`src/rtl/spi_multi_lane_master_if.sv`:
```
// Bundle of the control handshake, receive results and SPI pins of
// spi_multi_lane_master. The master modport is the SPI master's view of the bundle.
// The slave modport is the view of the register logic and board that connect to it.
interface spi_multi_lane_master_if #(
    parameter int N_LANES = 2,
    parameter int DATA_W  = 32
);
    logic                        start;
    logic                        cpol;
    logic                        cpha;
    logic [N_LANES*DATA_W-1:0]   tx_data;
    logic                        busy;
    logic                        done;
    logic [N_LANES*DATA_W-1:0]   rx_data;
    logic                        rx_valid;
    logic                        SPISCLKO;
    logic                        SPISSN;
    logic [N_LANES-1:0]          SPISDO;
    logic [N_LANES-1:0]          SPISDI;

    modport master (
        input  start, cpol, cpha, tx_data, SPISDI,
        output busy, done, rx_data, rx_valid, SPISCLKO, SPISSN, SPISDO
    );

    modport slave (
        output start, cpol, cpha, tx_data, SPISDI,
        input  busy, done, rx_data, rx_valid, SPISCLKO, SPISSN, SPISDO
    );
endinterface

```
`src/rtl/spi_multi_lane_master.sv`:
```
// Multi-lane SPI master: N_LANES MOSI/MISO lanes shift in lockstep, MSB first.
// All lanes share one SCLK and one chip select. CPOL and CPHA are chosen at run time.
// A transfer runs LEAD (H cycles), then SHIFT (2*DATA_W half-periods of H cycles),
// then TRAIL (H cycles). H is CLK_DIV.
module spi_multi_lane_master #(
    parameter int N_LANES = 2,
    parameter int DATA_W  = 32,
    parameter int CLK_DIV = 4
) (
    input  logic                    PCLK,
    input  logic                    PRESETN,
    spi_multi_lane_master_if.master bus
);
    localparam int CNT_W = (CLK_DIV > 1) ? $clog2(CLK_DIV) : 1;
    localparam int HP_W  = $clog2(2 * DATA_W);
    localparam logic [CNT_W-1:0] CNT_LAST   = CNT_W'(CLK_DIV - 1);
    localparam logic [HP_W-1:0]  HP_LAST    = HP_W'(2 * DATA_W - 1);
    // Half-period index at whose end the final trailing edge occurs
    localparam logic [HP_W-1:0]  HP_LAST_TR = HP_W'(2 * DATA_W - 2);

    typedef enum logic [1:0] {IDLE, LEAD, SHIFT, TRAIL} state_e;
    typedef logic [N_LANES-1:0][DATA_W-1:0] lanes_t;

    state_e             state_q, state_d;
    logic [CNT_W-1:0]   div_cnt_q, div_cnt_d;
    logic [HP_W-1:0]    hp_cnt_q, hp_cnt_d;
    logic               cpha_q, cpha_d;
    logic               sclk_q, sclk_d;
    logic               ssn_q, ssn_d;
    logic               busy_q, busy_d;
    logic               done_q, done_d;
    logic               rx_valid_q, rx_valid_d;
    lanes_t             tx_sh_q, tx_sh_d;
    lanes_t             rx_sh_q, rx_sh_d;
    lanes_t             rx_data_q, rx_data_d;

    logic               hp_end;
    logic               sclk_edge;
    logic               lead_edge;
    logic               sample;
    logic               advance;
    logic [N_LANES-1:0] sdo;

    // Next-state, SCLK edge scheduling and lane shifting
    always_comb begin
        // NOTE: every _d takes its hold value first, so no branch can leave a latch behind.
        state_d    = state_q;
        div_cnt_d  = div_cnt_q;
        hp_cnt_d   = hp_cnt_q;
        cpha_d     = cpha_q;
        sclk_d     = sclk_q;
        ssn_d      = ssn_q;
        busy_d     = busy_q;
        done_d     = 1'b0;
        rx_valid_d = rx_valid_q;
        tx_sh_d    = tx_sh_q;
        rx_sh_d    = rx_sh_q;
        rx_data_d  = rx_data_q;
        sclk_edge  = 1'b0;
        lead_edge  = 1'b0;
        sample     = 1'b0;
        advance    = 1'b0;

        hp_end = (div_cnt_q == CNT_LAST);
        if (state_q == IDLE) begin
            div_cnt_d = '0;
        end else begin
            div_cnt_d = hp_end ? '0 : div_cnt_q + 1'b1;
        end

        case (state_q)
            IDLE: begin
                if (bus.start) begin
                    state_d    = LEAD;
                    tx_sh_d    = bus.tx_data;
                    cpha_d     = bus.cpha;
                    sclk_d     = bus.cpol;
                    ssn_d      = 1'b0;
                    busy_d     = 1'b1;
                    rx_valid_d = 1'b0;
                end
            end
            LEAD: begin
                if (hp_end) begin
                    state_d   = SHIFT;
                    hp_cnt_d  = '0;
                    sclk_edge = 1'b1;
                    lead_edge = 1'b1;
                end
            end
            SHIFT: begin
                if (hp_end) begin
                    if (hp_cnt_q == HP_LAST) begin
                        state_d = TRAIL;
                    end else begin
                        hp_cnt_d  = hp_cnt_q + 1'b1;
                        sclk_edge = 1'b1;
                        // Entering half-period n+1 makes edge n+2; odd edges lead
                        lead_edge = hp_cnt_q[0];
                    end
                end
            end
            TRAIL: begin
                if (hp_end) begin
                    state_d    = IDLE;
                    ssn_d      = 1'b1;
                    busy_d     = 1'b0;
                    done_d     = 1'b1;
                    rx_data_d  = rx_sh_q;
                    rx_valid_d = 1'b1;
                end
            end
            default: state_d = IDLE;
        endcase

        if (sclk_edge) begin
            sclk_d = ~sclk_q;
            // cpha=0 samples on leading edges, cpha=1 on trailing edges
            sample = (lead_edge != cpha_q);
            // The MSB is already on MOSI from LEAD, so the first leading edge never shifts.
            // With cpha=0 the final trailing edge leaves the LSB in place through TRAIL.
            advance = (state_q == SHIFT) &&
                      (cpha_q ? lead_edge : (!lead_edge && hp_cnt_q != HP_LAST_TR));
        end

        for (int i = 0; i < N_LANES; i++) begin
            if (advance) tx_sh_d[i] = {tx_sh_q[i][DATA_W-2:0], 1'b0};
            if (sample)  rx_sh_d[i] = {rx_sh_q[i][DATA_W-2:0], bus.SPISDI[i]};
        end
    end

    // State and datapath registers with asynchronous reset
    always_ff @(posedge PCLK or negedge PRESETN) begin
        if (!PRESETN) begin
            state_q    <= IDLE;
            div_cnt_q  <= '0;
            hp_cnt_q   <= '0;
            cpha_q     <= 1'b0;
            sclk_q     <= 1'b0;
            ssn_q      <= 1'b1;
            busy_q     <= 1'b0;
            done_q     <= 1'b0;
            rx_valid_q <= 1'b0;
            // NOTE: the lane shift registers are reset as well, because SPISDO comes straight from them.
            tx_sh_q    <= '0;
            rx_sh_q    <= '0;
            rx_data_q  <= '0;
        end else begin
            // NOTE: non-blocking assignments, so every flop loads a value computed from pre-edge state.
            state_q    <= state_d;
            div_cnt_q  <= div_cnt_d;
            hp_cnt_q   <= hp_cnt_d;
            cpha_q     <= cpha_d;
            sclk_q     <= sclk_d;
            ssn_q      <= ssn_d;
            busy_q     <= busy_d;
            done_q     <= done_d;
            rx_valid_q <= rx_valid_d;
            tx_sh_q    <= tx_sh_d;
            rx_sh_q    <= rx_sh_d;
            rx_data_q  <= rx_data_d;
        end
    end

    // MOSI is the MSB of each lane's transmit shift register
    always_comb begin
        sdo = '0;
        for (int i = 0; i < N_LANES; i++) begin
            sdo[i] = tx_sh_q[i][DATA_W-1];
        end
    end

    assign bus.SPISDO   = sdo;
    assign bus.SPISCLKO = sclk_q;
    assign bus.SPISSN   = ssn_q;
    assign bus.busy     = busy_q;
    assign bus.done     = done_q;
    assign bus.rx_data  = rx_data_q;
    assign bus.rx_valid = rx_valid_q;
endmodule

```
`src/flat_wrapper.sv`:
```
// flat-port wrapper written by rule: the top's interface ports become plain ports
module spi_multi_lane_master_flat 
#(
    parameter int N_LANES = 2,
    parameter int DATA_W  = 32,
    parameter int CLK_DIV = 4
)
  (PCLK, PRESETN, bus_start, bus_cpol, bus_cpha, bus_tx_data, bus_SPISDI, bus_busy, bus_done, bus_rx_data, bus_rx_valid, bus_SPISCLKO, bus_SPISSN, bus_SPISDO);
  spi_multi_lane_master_if #(.N_LANES(N_LANES), .DATA_W(DATA_W)) bus_i ();
  input  logic PCLK;
  input  logic PRESETN;
  input wire logic [$bits(bus_i.start)-1:0] bus_start;
  input wire logic [$bits(bus_i.cpol)-1:0] bus_cpol;
  input wire logic [$bits(bus_i.cpha)-1:0] bus_cpha;
  input wire logic [$bits(bus_i.tx_data)-1:0] bus_tx_data;
  input wire logic [$bits(bus_i.SPISDI)-1:0] bus_SPISDI;
  output wire logic [$bits(bus_i.busy)-1:0] bus_busy;
  output wire logic [$bits(bus_i.done)-1:0] bus_done;
  output wire logic [$bits(bus_i.rx_data)-1:0] bus_rx_data;
  output wire logic [$bits(bus_i.rx_valid)-1:0] bus_rx_valid;
  output wire logic [$bits(bus_i.SPISCLKO)-1:0] bus_SPISCLKO;
  output wire logic [$bits(bus_i.SPISSN)-1:0] bus_SPISSN;
  output wire logic [$bits(bus_i.SPISDO)-1:0] bus_SPISDO;
  assign bus_i.start = bus_start;
  assign bus_i.cpol = bus_cpol;
  assign bus_i.cpha = bus_cpha;
  assign bus_i.tx_data = bus_tx_data;
  assign bus_i.SPISDI = bus_SPISDI;
  assign bus_busy = bus_i.busy;
  assign bus_done = bus_i.done;
  assign bus_rx_data = bus_i.rx_data;
  assign bus_rx_valid = bus_i.rx_valid;
  assign bus_SPISCLKO = bus_i.SPISCLKO;
  assign bus_SPISSN = bus_i.SPISSN;
  assign bus_SPISDO = bus_i.SPISDO;
  spi_multi_lane_master #(.N_LANES(N_LANES), .DATA_W(DATA_W), .CLK_DIV(CLK_DIV)) u_core (.PCLK(PCLK), .PRESETN(PRESETN), .bus(bus_i));
endmodule
```
`config.mk`:
```
export PLATFORM = sky130hd
export DESIGN_NAME = spi_multi_lane_master_flat
export DESIGN_NICKNAME = d
export VERILOG_FILES = /design/src/rtl/spi_multi_lane_master_if.sv /design/src/rtl/spi_multi_lane_master.sv /design/src/flat_wrapper.sv
export SDC_FILE = /design/constraint.sdc
export NUM_CORES = 1
export LEC_CHECK = 0
export ABC_AREA = 1
export BUFFER_PORTS_ARGS = -buffer_cell sky130_fd_sc_hd__buf_2
export CAP_MARGIN = 5
export CORE_MARGIN = 1
export CORE_UTILIZATION = 55
export DETAILED_ROUTE_END_ITERATION = 10
export PLACE_DENSITY = 0.85
export SLEW_MARGIN = 30
export SYNTH_ARGS = -nofsm -noshare
export SYNTH_HDL_FRONTEND = slang
export SYNTH_SLANG_ARGS = --single-unit
```
`constraint.sdc`:
```
create_clock -name PCLK -period 2.3 [get_ports PCLK]
set_clock_uncertainty 0.15 [all_clocks]
set_input_delay 0.345 -clock PCLK [delete_from_list [all_inputs] [get_ports PCLK]]
set_output_delay 0.345 -clock PCLK [all_outputs]
set_load 0.01 [all_outputs]
```
# Word level (Yosys, flattened, before mapping)
# Cells that the tools add are included.
[totals] ff_bits=208 in_bits=71 out_inout_bits=71 word_cells=84
[op_classes] add_sub_neg=2 n_eq_ne=13 n_mux=36 n_bitwise=1 n_reduce_logical=17
[ops] op="64-bit two-way mux" n=2
[ops] op="32-bit two-way mux" n=2
[ops] op="6-bit two-way mux" n=3
[ops] op="1-bit two-way mux" n=16
[ops] op="2-bit two-way mux" n=7
[ops] op="6-bit one-hot mux with 2 select lines" n=1
[ops] op="2-bit nonzero test" n=6
[ops] op="2-bit by 1-bit != test with 1-bit output (second input constant)" n=4
[ops] op="1-bit one-hot mux with 2 select lines" n=4
[ops] op="2-bit one-hot mux with 4 select lines" n=1
[ops] op="2-bit AND reduction" n=4
[ops] op="6-bit by 1-bit adder with 6-bit output (second input constant)" n=1
[ops] op="2-bit equality test (second input constant)" n=3
[ops] op="6-bit equality test (second input constant)" n=1
[ops] op="6-bit != test (second input constant)" n=1
[ops] op="5-bit AND reduction" n=1
[ops] op="2-bit != test (second input constant)" n=2
[ops] op="4-bit AND reduction" n=1
[ops] op="3-bit AND reduction" n=1
[ops] op="2-bit by 1-bit adder with 2-bit output (second input constant)" n=1
[ops] op="2-bit by 1-bit equality test with 1-bit output (second input constant)" n=1
[ops] op="1-bit logical AND" n=2
[ops] op="2-bit zero test" n=1
[ops] op="1-bit zero test" n=1
[ops] op="2 further kinds" n=2

# Longest topological paths before layout
[depth] depth_word=11 mapped_depth=14 depth_no_buf=13

# Worst setup path after synthesis
# Ideal clock, no wire load.
[synth_path] path_kind="register -> register" start="reg u_core.state_q[0]" end="reg u_core.rx_sh_q[30] in the netlist's numbering" setup_ps=130 t_arrival_ps=1756 t_required_ps=2020 setup_slack_ps=264 path_stages_with_launch=12 path_buffers=2 synth_period_minus_slack_ps=2036 path_cell_list="dfrtp_1 inv_1 ha_1 nand3_2 a21boi_2 inv_2 a21oi_4 nand2_2 buf_6 buf_2 nand2_1 o21ai_1"
[synth_via] elab_chain_cells=4 word_cells_on_any_way=6 cone_classes="eq/ne: 3; mux: 3"
[synth_rtl] element="start: declaration" line="spi_multi_lane_master.sv:24" text="state_e state_q, state_d;"
[synth_rtl] element="start signal: assignment" line="spi_multi_lane_master.sv:150" text="state_q <= state_d;"
[synth_rtl] element="2-bit equality test / 2-bit by 1-bit equality test with 1-bit output (equally long branches)" line="spi_multi_lane_master.sv:71" text="case (state_q)"
[synth_rtl] element="1-bit one-hot mux with 2 select lines" line="spi_multi_lane_master.sv:71"
[synth_rtl] element="1-bit != test" line="spi_multi_lane_master.sv:119" text="sample = (lead_edge != cpha_q);"
[synth_rtl] element="1-bit two-way mux (*)" line="spi_multi_lane_master.sv:116" text="if (sclk_edge) begin"
[synth_rtl] element="end signal: assignment" line="spi_multi_lane_master.sv:160" text="rx_sh_q <= rx_sh_d;"
[synth_rtl] element="end: declaration" line="spi_multi_lane_master.sv:34" text="lanes_t rx_sh_q, rx_sh_d;"
# Mark *: on every way between the ends. The rest lies on a longest branch, timed or not.
# A chain may end at the register's enable or synchronous reset.

# Worst setup path after layout
[layout_path] start="reg u_core.hp_cnt_q[1]" end="reg u_core.tx_sh_q[17] in the netlist's numbering"
[layout_via] elab_chain_cells=11 word_cells_on_any_way=17 cone_classes="eq/ne: 2; mux: 9; reduce/logical: 6"
[layout_rtl] element="start: declaration" line="spi_multi_lane_master.sv:26" text="logic [HP_W-1:0] hp_cnt_q, hp_cnt_d;"
[layout_rtl] element="start signal: assignment" line="spi_multi_lane_master.sv:152" text="hp_cnt_q <= hp_cnt_d;"
[layout_rtl] element="6-bit equality test" line="spi_multi_lane_master.sv:93" text="if (hp_cnt_q == HP_LAST) begin"
[layout_rtl] element="1-bit two-way mux" line="spi_multi_lane_master.sv:93"
[layout_rtl] element="1-bit two-way mux" line="spi_multi_lane_master.sv:92" text="if (hp_end) begin"
[layout_rtl] element="1-bit one-hot mux with 2 select lines" line="spi_multi_lane_master.sv:71"
[layout_rtl] element="1-bit zero test" line="spi_multi_lane_master.sv:123" text="(cpha_q ? lead_edge : (!lead_edge && hp_cnt_q != HP_LAST_TR));"
[layout_rtl] element="1-bit logical AND" line="spi_multi_lane_master.sv:123"
[layout_rtl] element="1-bit two-way mux" line="spi_multi_lane_master.sv:123"
[layout_rtl] element="1-bit logical AND" line="spi_multi_lane_master.sv:122" text="advance = (state_q == SHIFT) &&"
[layout_rtl] element="1-bit two-way mux (*)" line="spi_multi_lane_master.sv:116"
[layout_rtl] element="2-bit nonzero test (no source line)"
[layout_rtl] element="2-bit AND reduction (no source line)"
[layout_rtl] element="end signal: assignment" line="spi_multi_lane_master.sv:159" text="tx_sh_q <= tx_sh_d;"
[layout_rtl] element="end: declaration" line="spi_multi_lane_master.sv:33" text="lanes_t tx_sh_q, tx_sh_d;"
# Marked as above.

==> metrics.cfg <==
[status]
status = completed

[synth]
synth_edf_count = 0
ys.flop_type = dfrtp_1
yosys-top-cells-area = dfrtp_1 56%, nand2_1 19%, nand3_1 8.0%, inv_1 4.9%, o21ai_0 3.5%
ys_seq_area_share_pct = 56.11
synth_adder_area_share_pct = 0.9439
synth_mux_area_share_pct = 0
syn-cell-area_mm2 = 0.009279
synth_xor_area_share_pct = 0
async_flop_share_pct = 100.0
syn_avg_cell_area_um2 = 8.062
ys_ff_latch = 208
ys_types = 26
syn_inst = 1151
yosysTopAreaCellShare_pct = 55.83
yosys_warnings = 0
synth_top_cell_by_area = dfrtp_1
synth_top_family_by_area = simple AND/OR/NAND/NOR gates
synth_compound_area_share_pct = 6.189
synthSimpleGateAreaFrac_pct = 27.87
synth_nets = 1229
yosysMostFrequentCell = nand2_1
yosys-top-cells-count = 466 x nand2_1, 207 x dfrtp_1, 149 x nand3_1

[worst_setup_path]
r2r_cells = 13
worst-setup-path-type = flip-flop to flip-flop
cp_max_fo = 22
r2r-start = u_core.hp_cnt_q[1]
end_kind = flip-flop
crit_required_ps = 2540
r2r_slack_ps = 130
r2r_end = u_core.tx_sh_q[17]
crit_start = u_core.hp_cnt_q[1]
start_kind = flip-flop
crit_end = u_core.tx_sh_q[17]
cp.arrival_ps = 2400

[grt]
antenna_found_initial = 0
grt_pass1_vias = 7563
grt_overflow = 0
grt_pass1_wl_um = 36250
grt_usage_pct = 25.28
grt_max_degree = 107

[flow_run]
cap_violations = 0

[min_path]
holdPathStages = 5
hp-class = primary input to flip-flop

[clock_tree]
insertion_delay_ps = 510
tritoncts = yes
root_buffer = clkbuf_16
clk_pin_slew_worst_paths_ps = 60
htreeDepth = 1
clockBufferDepth = 3
clock-sinks = 208
cts_buffers = 22

[floorplan]
rows = 47
die_w_um = 131.9
die_y_um = 131.9
die_area_mm2 = 0.01739
coreArea_mm2 = 0.01652
initial_utilization_pct = 56.15
io_pins = 142

[final_layout]
fin_nets = 1400
antennaDiodeCount = 0
syn2layout_area_growth_pct = 25.70
nFillCells = 1181
drive_above_1_share_pct = 16.37

[timing]
relSlewSlack_pct = 69.99
setup_violations = 0
worstMarginPinSlew_ps = 450.2
min_period_over_period_pct = 94.14
rsz0062_at_grt = true
fmax_mhz = 461.9
worst_slack_ps = 134.8
fin_crit_ps = 2165
tns_ps = 0
hold_viol = 0
slew_violations = 0

[drt]
via_per_inst = 5.162
vias = 8043
wl_per_cell_um = 14.22
postRouteAntennaNets = 0
drtIter0Drc = 681
drt-pass1-iter-count = 5
routed_wl_um = 22160
drc_errors = 0

[place]
io_buffers = 141
dpl.hpwl_um = 12570
preCtsSetupSlack_ps = 140.7
globalplace.congestion = 0.8026

[power]
peakVddDrop_mv = 0.7013
p_per_area_mw_per_mm2 = 963.9
p_leak_nw = 6.331

## per-stage QoR
| stage | hold WS, ps | area [um2] | std cells | total power, mW | util (%) |
|---|---|---|---|---|---|
| after floorplan | -100.6 | 9279 | 1151 | 6.587 | - |
| after global placement | 179.4 | 10290 | 1468 | 7.211 | 62.30 |
| after detailed placement | 183.0 | 10290 | 1468 | 7.334 | 62.30 |
| after CTS | 0.1684 | 11510 | 1554 | 11.17 | 69.68 |
| after global routing | 15.74 | 11660 | 1558 | 11.88 | 70.58 |
| final | 10.95 | 11660 | 1558 | 11.24 | 70.58 |
## cell usage in the layout (no fill, tap or decap), drive strengths merged
master,count
nor3,4
nand4,1
dlygate4sd3,46
a21boi,1
a31oi,1
a22oi,1
nand3,151
clkbuf,36
nor2,8
o21ai,100
dfstp,1
ha,7
inv,124
buf,167
dfrtp,207
a211oi,1
clkinv,4
bufinv,4
nand2,468
a21oi,6
## layer usage
metal / vias to the layer above / GRT usage, % / share of wire [%]
li1: 3909 / - / -
met1: 3806 / 33.56 / 42
met3: 43 / 5.113 / 6.6
met5: - / 0 / 0
met2: 285 / 42.77 / 50
met4: 0 / 6.202 / 2.2
## worst min-delay path by stage
stage | start | endpoint | slack, ps
floorplan | PRESETN | u_core.bus.SPISCLKO | -100
global placement | PRESETN | u_core.tx_sh_q[14] | 180
detailed placement | PRESETN | u_core.tx_sh_q[13] | 180
CTS | bus_tx_data[6] | u_core.tx_sh_q[6] | 0.2
global route | bus_tx_data[4] | u_core.tx_sh_q[4] | 20
finish | bus_tx_data[57] | u_core.tx_sh_q[57] | 10
## power by group
part / internal (mW) / switching, mW / leakage [nW]
sequential: 4.38 / 0.392 / 2.77
combinational: 1.04 / 1.70 / 3.19
clock: 2.29 / 1.44 / 0.370
## worst max-delay path, stage by stage, from the launching register on
cell and delay [ps]:
dfrtp_1 400, ha_1 200, inv_1 60, nor2_1 50
nand2_1 80, nand3_2 110, a21boi_4 190, inv_2 90
nor2_4 130, buf_12 140, nand2_8 90, buf_12 170
nand3_1 110, nand2_1 60
## flip-flops by register name, summed over array words and instances, names as in the netlist, 2 cells and up
| name | flops |
|---|---|
| u_core.tx_sh_q | 62 |
| u_core.div_cnt_q | 2 |
| u_core.state_q | 2 |
| u_core.hp_cnt_q | 6 |
| u_core.rx_sh_q | 64 |
| u_core.bus.SPISDO | 2 |
| u_core.bus.rx_data | 64 |
## cell type report
type / count / area [um2] / share of cell area (%)
clock buffers: 32 / 608.1 / 5.213
repair buffers: 217 / 1639 / 14.05
well taps: 220 / 275.3 / 2.360
multi-input cells: 749 / 3318 / 28.45
flip-flops and latches: 208 / 5206 / 44.64
clock inverters: 8 / 151.4 / 1.298
inverters: 124 / 465.4 / 3.991
## cells by family after synthesis
| family | count (synthesis) |
|---|---|
| and+or+nand+nor | 632 |
| buffers and inverters | 194 |
| DFF | 208 |
| adders and majority gates | 7 |
| AOI/OAI and AO/OA | 110 |
## what timing repair did
action	in CTS	in global routing
gates resized for setup	0	10
setup buffers	0	1
hold buffers	46	0
hold endpoints to repair	91	0
endpoints found under the setup margin	0	94
(Power assumes the default switching activity.)
